<file path="src/rtl/rs_branch.sv">
// rs_branch: reservation station for branch/jump micro-ops.
// Entries are kept in an age-ordered compacting queue (slot 0 oldest), wake up
// by snooping the CDB, and the oldest ready entry issues to the branch unit as
// a registered packet each cycle.
module rs_branch #(
  parameter int DEPTH = 4
) (
  input  logic         clk,
  input  logic         rst,
  input  logic         flush,
  input  logic         dispatch_valid,
  output logic         dispatch_ready,
  input  logic [9:0]   dispatch_inst,
  input  logic [5:0]   dispatch_dest,
  input  logic [5:0]   dispatch_tag1,
  input  logic [5:0]   dispatch_tag2,
  input  logic [31:0]  dispatch_opr1,
  input  logic [31:0]  dispatch_opr2,
  input  logic [31:0]  dispatch_addr,
  input  logic [37:0]  cdb,
  output logic         en,
  output logic [111:0] rs2exe
);

  localparam int CW = $clog2(DEPTH + 1);
  localparam int IW = $clog2(DEPTH);

  typedef struct packed {
    logic [9:0]  inst;
    logic [5:0]  dest;
    logic [5:0]  tag1;
    logic [31:0] opr1;
    logic [5:0]  tag2;
    logic [31:0] opr2;
    logic [31:0] addr;
  } entry_t;

  entry_t           ent_q     [DEPTH];
  entry_t           ent_d     [DEPTH];
  entry_t           shift_src [DEPTH];
  logic [CW-1:0]    count_q, count_d;
  logic             en_q;
  logic [111:0]     rs2exe_q;
  logic [DEPTH-1:0] ready_vec;
  logic [IW-1:0]    sel;
  logic             any_ready;
  logic             issue;
  logic             accept;
  logic [CW-1:0]    wr_idx;
  logic [111:0]     issue_pkt;
  entry_t           disp_ent;
  entry_t           disp_woken;
  logic [5:0]       cdb_tag;
  logic [31:0]      cdb_val;

  // A broadcast with a nonzero matching tag replaces the operand and clears the tag.
  function automatic entry_t wakeup(input entry_t e, input logic [5:0] t, input logic [31:0] v);
    entry_t r;
    r = e;
    if ((t != 6'd0) && (r.tag1 == t)) begin
      r.tag1 = 6'd0;
      r.opr1 = v;
    end
    if ((t != 6'd0) && (r.tag2 == t)) begin
      r.tag2 = 6'd0;
      r.opr2 = v;
    end
    return r;
  endfunction

  assign cdb_tag = cdb[37:32];
  assign cdb_val = cdb[31:0];

  assign disp_ent = {dispatch_inst, dispatch_dest, dispatch_tag1, dispatch_opr1,
                     dispatch_tag2, dispatch_opr2, dispatch_addr};
  // Incoming operands see the same-cycle broadcast so it is not lost.
  assign disp_woken = wakeup(disp_ent, cdb_tag, cdb_val);

  // Space is judged from the registered count only; a same-cycle issue does not help.
  assign dispatch_ready = (count_q < CW'(DEPTH)) && !flush;
  assign accept         = dispatch_valid && dispatch_ready;
  assign issue          = any_ready && !flush;
  assign wr_idx         = count_q - CW'(issue);

  for (genvar gi = 0; gi < DEPTH; gi++) begin : g_slot
    assign ready_vec[gi] = (CW'(gi) < count_q) && (ent_q[gi].tag1 == 6'd0)
                           && (ent_q[gi].tag2 == 6'd0);
    // Source for a slot when the queue compacts: the next younger slot.
    if (gi < DEPTH - 1) begin : g_mid
      assign shift_src[gi] = ent_q[gi + 1];
    end else begin : g_top
      assign shift_src[gi] = ent_q[gi];
    end
  end

  // Lowest-index ready entry wins (oldest first).
  always_comb begin
    sel       = '0;
    any_ready = 1'b0;
    for (int i = DEPTH - 1; i >= 0; i--) begin
      if (ready_vec[i]) begin
        sel       = IW'(i);
        any_ready = 1'b1;
      end
    end
  end

  assign issue_pkt = {ent_q[sel].inst, ent_q[sel].dest, ent_q[sel].opr1,
                      ent_q[sel].opr2, ent_q[sel].addr};

  // Next entry contents: compact past the issued slot, wake up, then append dispatch.
  always_comb begin
    for (int i = 0; i < DEPTH; i++) begin
      if (issue && (IW'(i) >= sel)) begin
        ent_d[i] = wakeup(shift_src[i], cdb_tag, cdb_val);
      end else begin
        ent_d[i] = wakeup(ent_q[i], cdb_tag, cdb_val);
      end
      if (accept && (wr_idx == CW'(i))) begin
        ent_d[i] = disp_woken;
      end
    end
  end

  // Occupancy: flush empties the queue outright.
  always_comb begin
    if (flush) begin
      count_d = '0;
    end else begin
      count_d = count_q + CW'(accept) - CW'(issue);
    end
  end

  // Entry payload storage; validity comes from count, so no reset is needed here.
  always_ff @(posedge clk) begin
    for (int i = 0; i < DEPTH; i++) begin
      ent_q[i] <= ent_d[i];
    end
  end

  // Control state and the registered issue packet.
  always_ff @(posedge clk or posedge rst) begin
    if (rst) begin
      count_q  <= '0;
      en_q     <= 1'b0;
      rs2exe_q <= '0;
    end else begin
      count_q <= count_d;
      en_q    <= issue;
      if (issue) begin
        rs2exe_q <= issue_pkt;
      end
    end
  end

  assign en     = en_q;
  assign rs2exe = rs2exe_q;

endmodule

</file>
<file path="config.mk">
export PLATFORM = sky130hd
export DESIGN_NAME = rs_branch
export DESIGN_NICKNAME = d
export VERILOG_FILES = /design/src/rtl/rs_branch.sv
export SDC_FILE = /design/constraint.sdc
export NUM_CORES = 1
export LEC_CHECK = 0
export ABC_AREA = 0
export CAP_MARGIN = 20
export CORE_MARGIN = 5
export CORE_UTILIZATION = 35
export CTS_CLUSTER_SIZE = 40
export DETAILED_ROUTE_END_ITERATION = 10
export DONT_BUFFER_PORTS = 1
export GPL_TIMING_DRIVEN = 0
export PLACE_DENSITY = 0.62
export SETUP_SLACK_MARGIN = 0.4
export SYNTH_ARGS = -nofsm -noshare
export SYNTH_HDL_FRONTEND = slang
export SYNTH_SLANG_ARGS = --single-unit
</file>
<file path="constraint.sdc">
create_clock -name clk -period 5 [get_ports clk]
set_input_delay 1 -clock clk [delete_from_list [all_inputs] [get_ports clk]]
set_output_delay 1 -clock clk [all_outputs]
set_load 0.01 [all_outputs]
</file>
### Yosys cells after proc, flatten, opt, wreduce, memory -nomap -nowiden

Memory sizes are Yosys's and may differ from the RTL's. A register that Yosys moved wholly into a read port is not among the register bits.
Cells that the tools add are included.

* memory bits (writable): 496
* word-level logic and storage cells: 92
* register bits: 4
* output and inout bits: 114
* memories kept: 1
* input bits: 166

Memory list
* ent_q: depth 4, width 124, rd ports 5, clocked after Yosys merged registers in 1, write ports 4, line 38 `entry_t ent_q [DEPTH];`

* magnitude comparators: 8
* reductions and logical operators: 39
* mux-type cells: 26
* equality and inequality tests: 13
* add/sub/neg operators: 3

Operators with widths (number)
* 124-bit two-way mux: 7
* 38-bit two-way mux: 10
* 6-bit == test: 10
* 6-bit logical NOT: 8
* 1-bit logical AND: 28
* 2-bit two-way mux: 4
* 3-bit by 2-bit == test with 1-bit output (second input constant): 2
* 1-bit by 3-bit < comparator with 1-bit output (first input constant): 2
* 2-bit by 3-bit < comparator with 1-bit output (first input constant): 2
* 6-bit nonzero test: 1
* 3-bit by 1-bit subtractor with 3-bit output: 2
* 1-bit by 2-bit greater-or-equal comparator with 1-bit output (first input constant): 2
* 1-bit two-way mux: 4
* 3-bit by 1-bit adder with 3-bit output: 1
* 3-bit by 1-bit == test with 1-bit output (second input constant): 1
* 3-bit logical NOT: 1
* 3-bit < comparator (second input constant): 1
* 3-bit two-way mux: 1
* 2-bit greater-or-equal comparator (first input constant): 1
* 1-bit logical NOT: 1

### Longest topological paths before layout

Gate-level depths: netlist of run 1.

* depth in word-level cells: 12
* gate-level depth with buffers: 20
* gate-level depth less buffers: 14

### Worst setup path before layout of run 1

No wires, ideal clock.

* kind: flip-flop to flip-flop
* from: register count_q[1] (netlist name)
* to: memory ent_q[3][0] (netlist name), enable pin
* period minus slack after synthesis: 5211 ps
* arrival time: 4809 ps
* path slack: -211 ps
* required time: 4598 ps
* cell stages (with the launch flop): 19
* cell sequence: dfrtp_1 > inv_1 > ha_1 > nor4_1 > and4_1 > clkbuf_1 > or2_2 > clkbuf_1 > o31ai_2 > inv_2 > buf_1 > ha_1 > ha_1 > or2_2 > or3_1 > clkbuf_1 > clkbuf_1 > clkbuf_1 > inv_1

RTL lines (line)
* to (decl): 38

==> impl_metrics.toml, run 1 <==
[status]
status = "complete, no violations"

[power_and_ir_drop]
ir_drop_v = 0.0002912
clock_power_share_pct = 27.2
internal_power_mw = 12.11
power_frac_seq_pct = 46.0
swShare_pct = 34.70
power_switching_mw = 6.435
powerDensity_nw_per_um2 = 527.4
comb_power_share_pct = 26.8
power_leakage_nw = 14.53

[setup_path]
crit_fanout = 12
cp-start-kind = "flip-flop"
max_stage_delay_ns = 0.45
crit_chain = "inv_2 > ha_4 > nor4_1 > and4_1 > buf_2 > or2_2 > clkbuf_4 > o31ai_4 > inv_4 > buf_8 > ha_1 > ha_2 > or2_2 > or3_1 > clkbuf_8 > clkbuf_8 > buf_8 > clkinvlp_4 > bufbuf_16"
worst_path_max_delay_cell = "dfrtp_2"
cp-end-kind = "flip-flop"
crit_type = "reg2reg"
cp.required_ns = 5.32
crit_arrival_ns = 4.85

[placed_design]
dp.cells = 4164
dp_hpwl_microns = 85980
placed_area_sq_um = 32450
globalplace.congestion = 0.9059
portBuffers = 0
pre_cts_slack_ns = -2.249

[layout]
layout.cells.non_filler = 4338
regArea_sq_um = 15520
final_cell_area_sq_um = 35170
multiInputGateArea_sq_um = 14230
fin_util_pct = 40.41
drive_gt1_share_pct = 14.42
num-fill-cells = 8601
syn_to_final_growth_pct = 14.30
nNetsFinal = 3279

[logic_synthesis]
synth_top_area_cell = "edfxtp_1"
ys_seq_area_share_pct = 50.43
postSynth.asyncResetShare_pct = 18.95
syn_nets = 3171
synth_common_cells = "nand2_1 (280), mux2i_1 (271), edfxtp_1 (268)"
syn_inst = 2998
synthFlopType = "edfxtp_1"
yosysTopAreaCellShare_pct = 26.16
synth_area_leaders = "edfxtp_1 (26%), dfxtp_1 (15%), dfrtp_1 (9.4%), mux2i_1 (8.8%), mux2_2 (7.5%)"
yosysWarnings = 0
synth_area_sq_um = 30760
ys_types = 53
postSynthAreaPerCell_sq_um = 10.26
yosysMostFrequentCell = "nand2_1"
synth-seq-cells = 612
synth_edf_count = 268

[global_routing]
grt_pass1_wl_microns = 176100
grt_pass1_vias = 25037
gr-usage-all-layers_pct = 25.32
gr-total-overflow = 0
antenna_found_initial = 26
grt_max_degree = 80

[timing]
layout_setup_ws_ns = 0.4687
hold_viol = 0
finClkSkew_ns = 0.04058
final.period_utilization_pct = 90.63
slew-limit-headroom_pct = 21.40
finalCriticalPeriod_ns = 4.531
fmax_mhz = 220.7
slew_viol_final = 0
rsz0062_at_grt = "false"
tightest_slew_ns = 1.179
finalSetupTns_ns = 0
setup_viol = 0

[routing]
routed_wirelength_microns = 124800
drc = 0
firstDrtPassIters = 6
dr_total_vias = 25847
drtIter0Drc = 2968
vias_per_cell = 5.958
ant_nets = 0
wl_per_cell_microns = 28.78

[clocking]
numCtsBuffers = 70
clk_pin_slew_ns = 0.06
htreeDepth = 3
tritoncts = "yes"
clock_path_buffers = 3
cts-root-buf = "clkbuf_16"
clk_latency_ns = 0.63
cts_sinks = 612

[die]
io_pins = 280
die_w_microns = 306.5
core-area_sq_um = 87020
fp.dieH_microns = 306.5
rows = 108
initial_core_util_pct = 35.35
die_area_sq_um = 93930

[job]
maxCapViolCount = 0

[min_path]
hold_class = "in2async"
cell usage in the layout (no fill, tap or decap), types with 64 or more instances in the layout:
| cell type | netlist | layout |
|---|---|---|
| a22oi_1 | 111 | 111 |
| mux2i_1 | 271 | 271 |
| a21o_1 | 95 | 95 |
| a211oi_1 | 64 | 64 |
| dfrtp_1 | 116 | 115 |
| nor2_1 | 267 | 266 |
| o21ai_0 | 111 | 111 |
| edfxtp_1 | 268 | 268 |
| a22o_1 | 124 | 124 |
| mux2_2 | 204 | 204 |
| dfxtp_1 | 228 | 228 |
| clkbuf_1 | 225 | 197 |
| a21oi_1 | 207 | 207 |
| nand2_1 | 280 | 278 |
| clkbuf_16 | 0 | 72 |
| nand3_1 | 157 | 154 |
logic make-up (layout without fill, tap and decap cells):
logic type / Yosys count / after routing / share of synthesized area, %
and+or+nand+nor: 766 / 773 / 10.51
muxes: 475 / 475 / 16.28
DFF: 612 / 612 / 50.43
other: 0 / 21 / 0
xor gates and xnor gates: 61 / 61 / 1.737
buffers and inverters: 304 / 461 / 3.933
AOI/OAI and AO/OA: 773 / 773 / 16.79
adders and majority gates: 7 / 7 / 0.3091
state kept, by name, indices dropped and copies added, names as in the netlist:
name and count:
count_q 3, rs2exe 112, en 1, ent_q 496
final cells by class:
cell class | instances | area share [%]
repair inverters | 1 | 0.02135
clock inverters | 21 | 0.4519
multi-input cells | 2089 | 40.46
diodes | 21 | 0.1494
well taps | 1155 | 4.110
clock buffers | 107 | 5.782
inverters | 11 | 0.1566
plain buffers | 293 | 3.729
flip-flops and latches | 612 | 44.12
repair buffers | 28 | 1.021
power groups by stage:
stage / Combinational (mW) / Sequential (mW) / Clock (mW)
2_1_floorplan: 3.52 / 8.02 / 0
6_report: 4.97 / 8.54 / 5.04
3_3_place_gp: 4.56 / 8.60 / 0
3_5_place_dp: 4.71 / 8.61 / 0
5_1_grt: 5.39 / 8.67 / 5.28
4_1_cts: 4.80 / 8.51 / 5.06
per-stage QoR:
step | hold WS [ns] | total power [mW]
2_1_floorplan | 0.4430 | 11.54
3_3_place_gp | 0.5073 | 13.16
3_5_place_dp | 0.5144 | 13.32
4_1_cts | 0.2260 | 18.36
5_1_grt | 0.2530 | 19.34
6_report | 0.2243 | 18.55
what timing repair did:
| item | in CTS | in global routing |
|---|---|---|
| cloned | 8 | 1 |
| setup buffers | 5 | 11 |
| endpoints found under the setup margin | 718 | 539 |
| hold buffers | 0 | 0 |
| pin swaps | 4 | 3 |
| gates resized for setup | 72 | 51 |
path summary, 6_finish.rpt:
kind / startpoint / to / slack [ns] / depth (start not counted)
max: count_q[2] / ent_q[3][30] / 0.47 / 19
min: rst / rs2exe[67] / 0.22 / 1
max reg2reg: count_q[2] / ent_q[3][30] / 0.47 / 19
min reg2reg: ent_q[2][87] / rs2exe[81] / 0.53 / 2
max in group asynchronous: rst / count_q[2] / 3.87 / 2
min in group clk: dispatch_dest[5] / ent_q[3][113] / 0.47 / 0
routing by layer:
metal	GRT usage, %	up-vias	part of all wire, %
met5	0	-	0.066
met4	11.57	14	4.9
met3	8.684	305	12
met2	39.73	1512	45
met1	31.66	12727	38
li1	-	11289	-
worst max-delay path: cells and delay by family, from the launching register on:
| kind | cells | cell delay, ns |
|---|---|---|
| flops | 1 | 0.45 |
| compound gates | 1 | 0.34 |
| simple gates | 5 | 1.15 |
| fa+ha+maj | 3 | 0.53 |
| buf+inv | 10 | 1.73 |
(Power assumes the default switching activity.)
==> run 2, diff against run 1 <==
Settings changed: CORE_MARGIN 5 to unset, CTS_CLUSTER_DIAMETER set to 50.
==> impl_metrics.toml, run 2 (same netlist as run 1, synthesis figures left out) <==
[status]
status = "complete, no violations"

[setup_path]
max_stage_delay_ns = 0.93
cp_common_cell = "clkbuf_1"
critical-path-top-delay-family = "buffers and inverters"
crit_type = "reg2reg"
r2r_setup_slack_ns = 0.45
worst_path_max_delay_cell = "clkbuf_1"
crit_arrival_ns = 4.86
cp-start-kind = "flip-flop"
path_buf_inv = 3
cp.required_ns = 5.31
r2r-start = "ent_q[0][107]"
cp-end-kind = "flip-flop"
r2r_end = "ent_q[0][57]"
crit_fanout = 18
reg2reg_depth = 7
crit_chain = "nor4_1 > o2111a_1 > clkbuf_1 > clkbuf_1 > nand2_1 > nand3_4 > buf_16"

[timing]
finalCriticalPeriod_ns = 4.545
final.period_utilization_pct = 90.91
slew_viol_final = 0
layout_setup_ws_ns = 0.4547
hold_viol = 0
fmax_mhz = 220.0
rsz0062_at_grt = "true"
setup_viol = 0
tightest_slew_ns = 1.264
slew-limit-headroom_pct = 15.76
finClkSkew_ns = 0.02760
finalSetupTns_ns = 0

[routing]
routed_wirelength_microns = 123000
vias_per_cell = 5.950
firstDrtPassIters = 6
drc = 0
dr_total_vias = 25771
wl_per_cell_microns = 28.39
ant_nets = 0
drtIter0Drc = 2913

[layout]
final_cell_area_sq_um = 35430
drive_gt1_share_pct = 14.73
layout.cells.non_filler = 4331
largest_reg_flops = 496
fin_util_pct = 40.77
nNetsFinal = 3275
mostFrequentLayoutCells = "nand2_1 (278), mux2i_1 (271), edfxtp_1 (268), nor2_1 (266), dfxtp_1 (228)"
regMostFlops = "ent_q"
final_common_cell = "nand2_1"
syn_to_final_growth_pct = 15.16

[clocking]
clk_latency_ns = 0.64
tritoncts = "yes"
numCtsBuffers = 74
htreeDepth = 3
cts-root-buf = "clkbuf_16"
clk_pin_slew_ns = 0.06
cts_sinks = 612
clock_path_buffers = 3

[die]
die_w_microns = 298.5
io_pins = 280
fp.dieH_microns = 298.5
rows = 108
core-area_sq_um = 86890
initial_core_util_pct = 35.41
die_area_sq_um = 89090

[global_routing]
grt_pass1_vias = 24970
antenna_found_initial = 21
gr-total-overflow = 0
gr-usage-all-layers_pct = 26.67
grt_max_degree = 97
grt_pass1_wl_microns = 174800

[power_and_ir_drop]
power_leakage_nw = 14.62
powerDensity_nw_per_um2 = 537.8
ir_drop_v = 0.0002725

[placed_design]
portBuffers = 0
dp.cells = 4164
globalplace.congestion = 0.9342
pre_cts_slack_ns = -2.379
dp_hpwl_microns = 84640
placed_area_sq_um = 32450

[job]
maxCapViolCount = 0

[min_path]
hold_class = "in2async"
run 2: stage by stage:
| stage | hold slack, ns | power (mW) |
|---|---|---|
| after floorplan | 0.4430 | 11.54 |
| after global placement | 0.4961 | 13.13 |
| after detailed placement | 0.5153 | 13.31 |
| after CTS | 0.1530 | 18.91 |
| after global routing | 0.1697 | 19.83 |
| final | 0.1656 | 19.05 |
run 2: worst max-delay path by stage:
stage                          to  depth (start not counted)           from  slack, ns
global route         ent_q[0][86]                         18     count_q[1]       0.40
detailed placement   ent_q[1][23]                         14          flush      -2.38
floorplan           ent_q[0][100]                         15     count_q[1]       0.23
finish               ent_q[0][57]                          7  ent_q[0][107]       0.45
CTS                 ent_q[0][121]                         18     count_q[2]       0.41
global placement     ent_q[0][79]                         11          flush      -3.56
run 2: power by group:
part / internal [mW] / switching, mW / leakage (nW) / total [mW]
Clock: 3.18 / 2.41 / 1.23 / 5.60
Sequential: 7.06 / 1.47 / 5.86 / 8.53
Combinational: 2.16 / 2.77 / 7.54 / 4.93
run 2: metal layers:
| metal | share of wire (%) | global-route usage (%) |
|---|---|---|
| met5 | 0.083 | 0 |
| met4 | 3.9 | 11.53 |
| met3 | 12 | 8.237 |
| met2 | 46 | 41.70 |
| met1 | 38 | 33.91 |
run 2: layout make-up:
cell class | instances | area [sq um]
Tap cell | 1155 | 1445
Antenna cell | 12 | 30.03
Inverter | 11 | 57.56
Clock buffer | 89 | 2023
Sequential cell | 612 | 15520
Clock inverter | 49 | 499.2
Buffer | 292 | 1270
Fill cell | 8457 | 51460
Multi-Input combinational cell | 2088 | 14210
Timing Repair Buffer | 23 | 375.4
run 2: what timing repair did:
action,in CTS,in global routing
hold buffers,0,0
setup endpoints to repair,718,430
pin swaps,5,1
endpoints found under the hold margin,0,0
gates resized for setup,44,70
buffers inserted,3,4
cloned,6,3
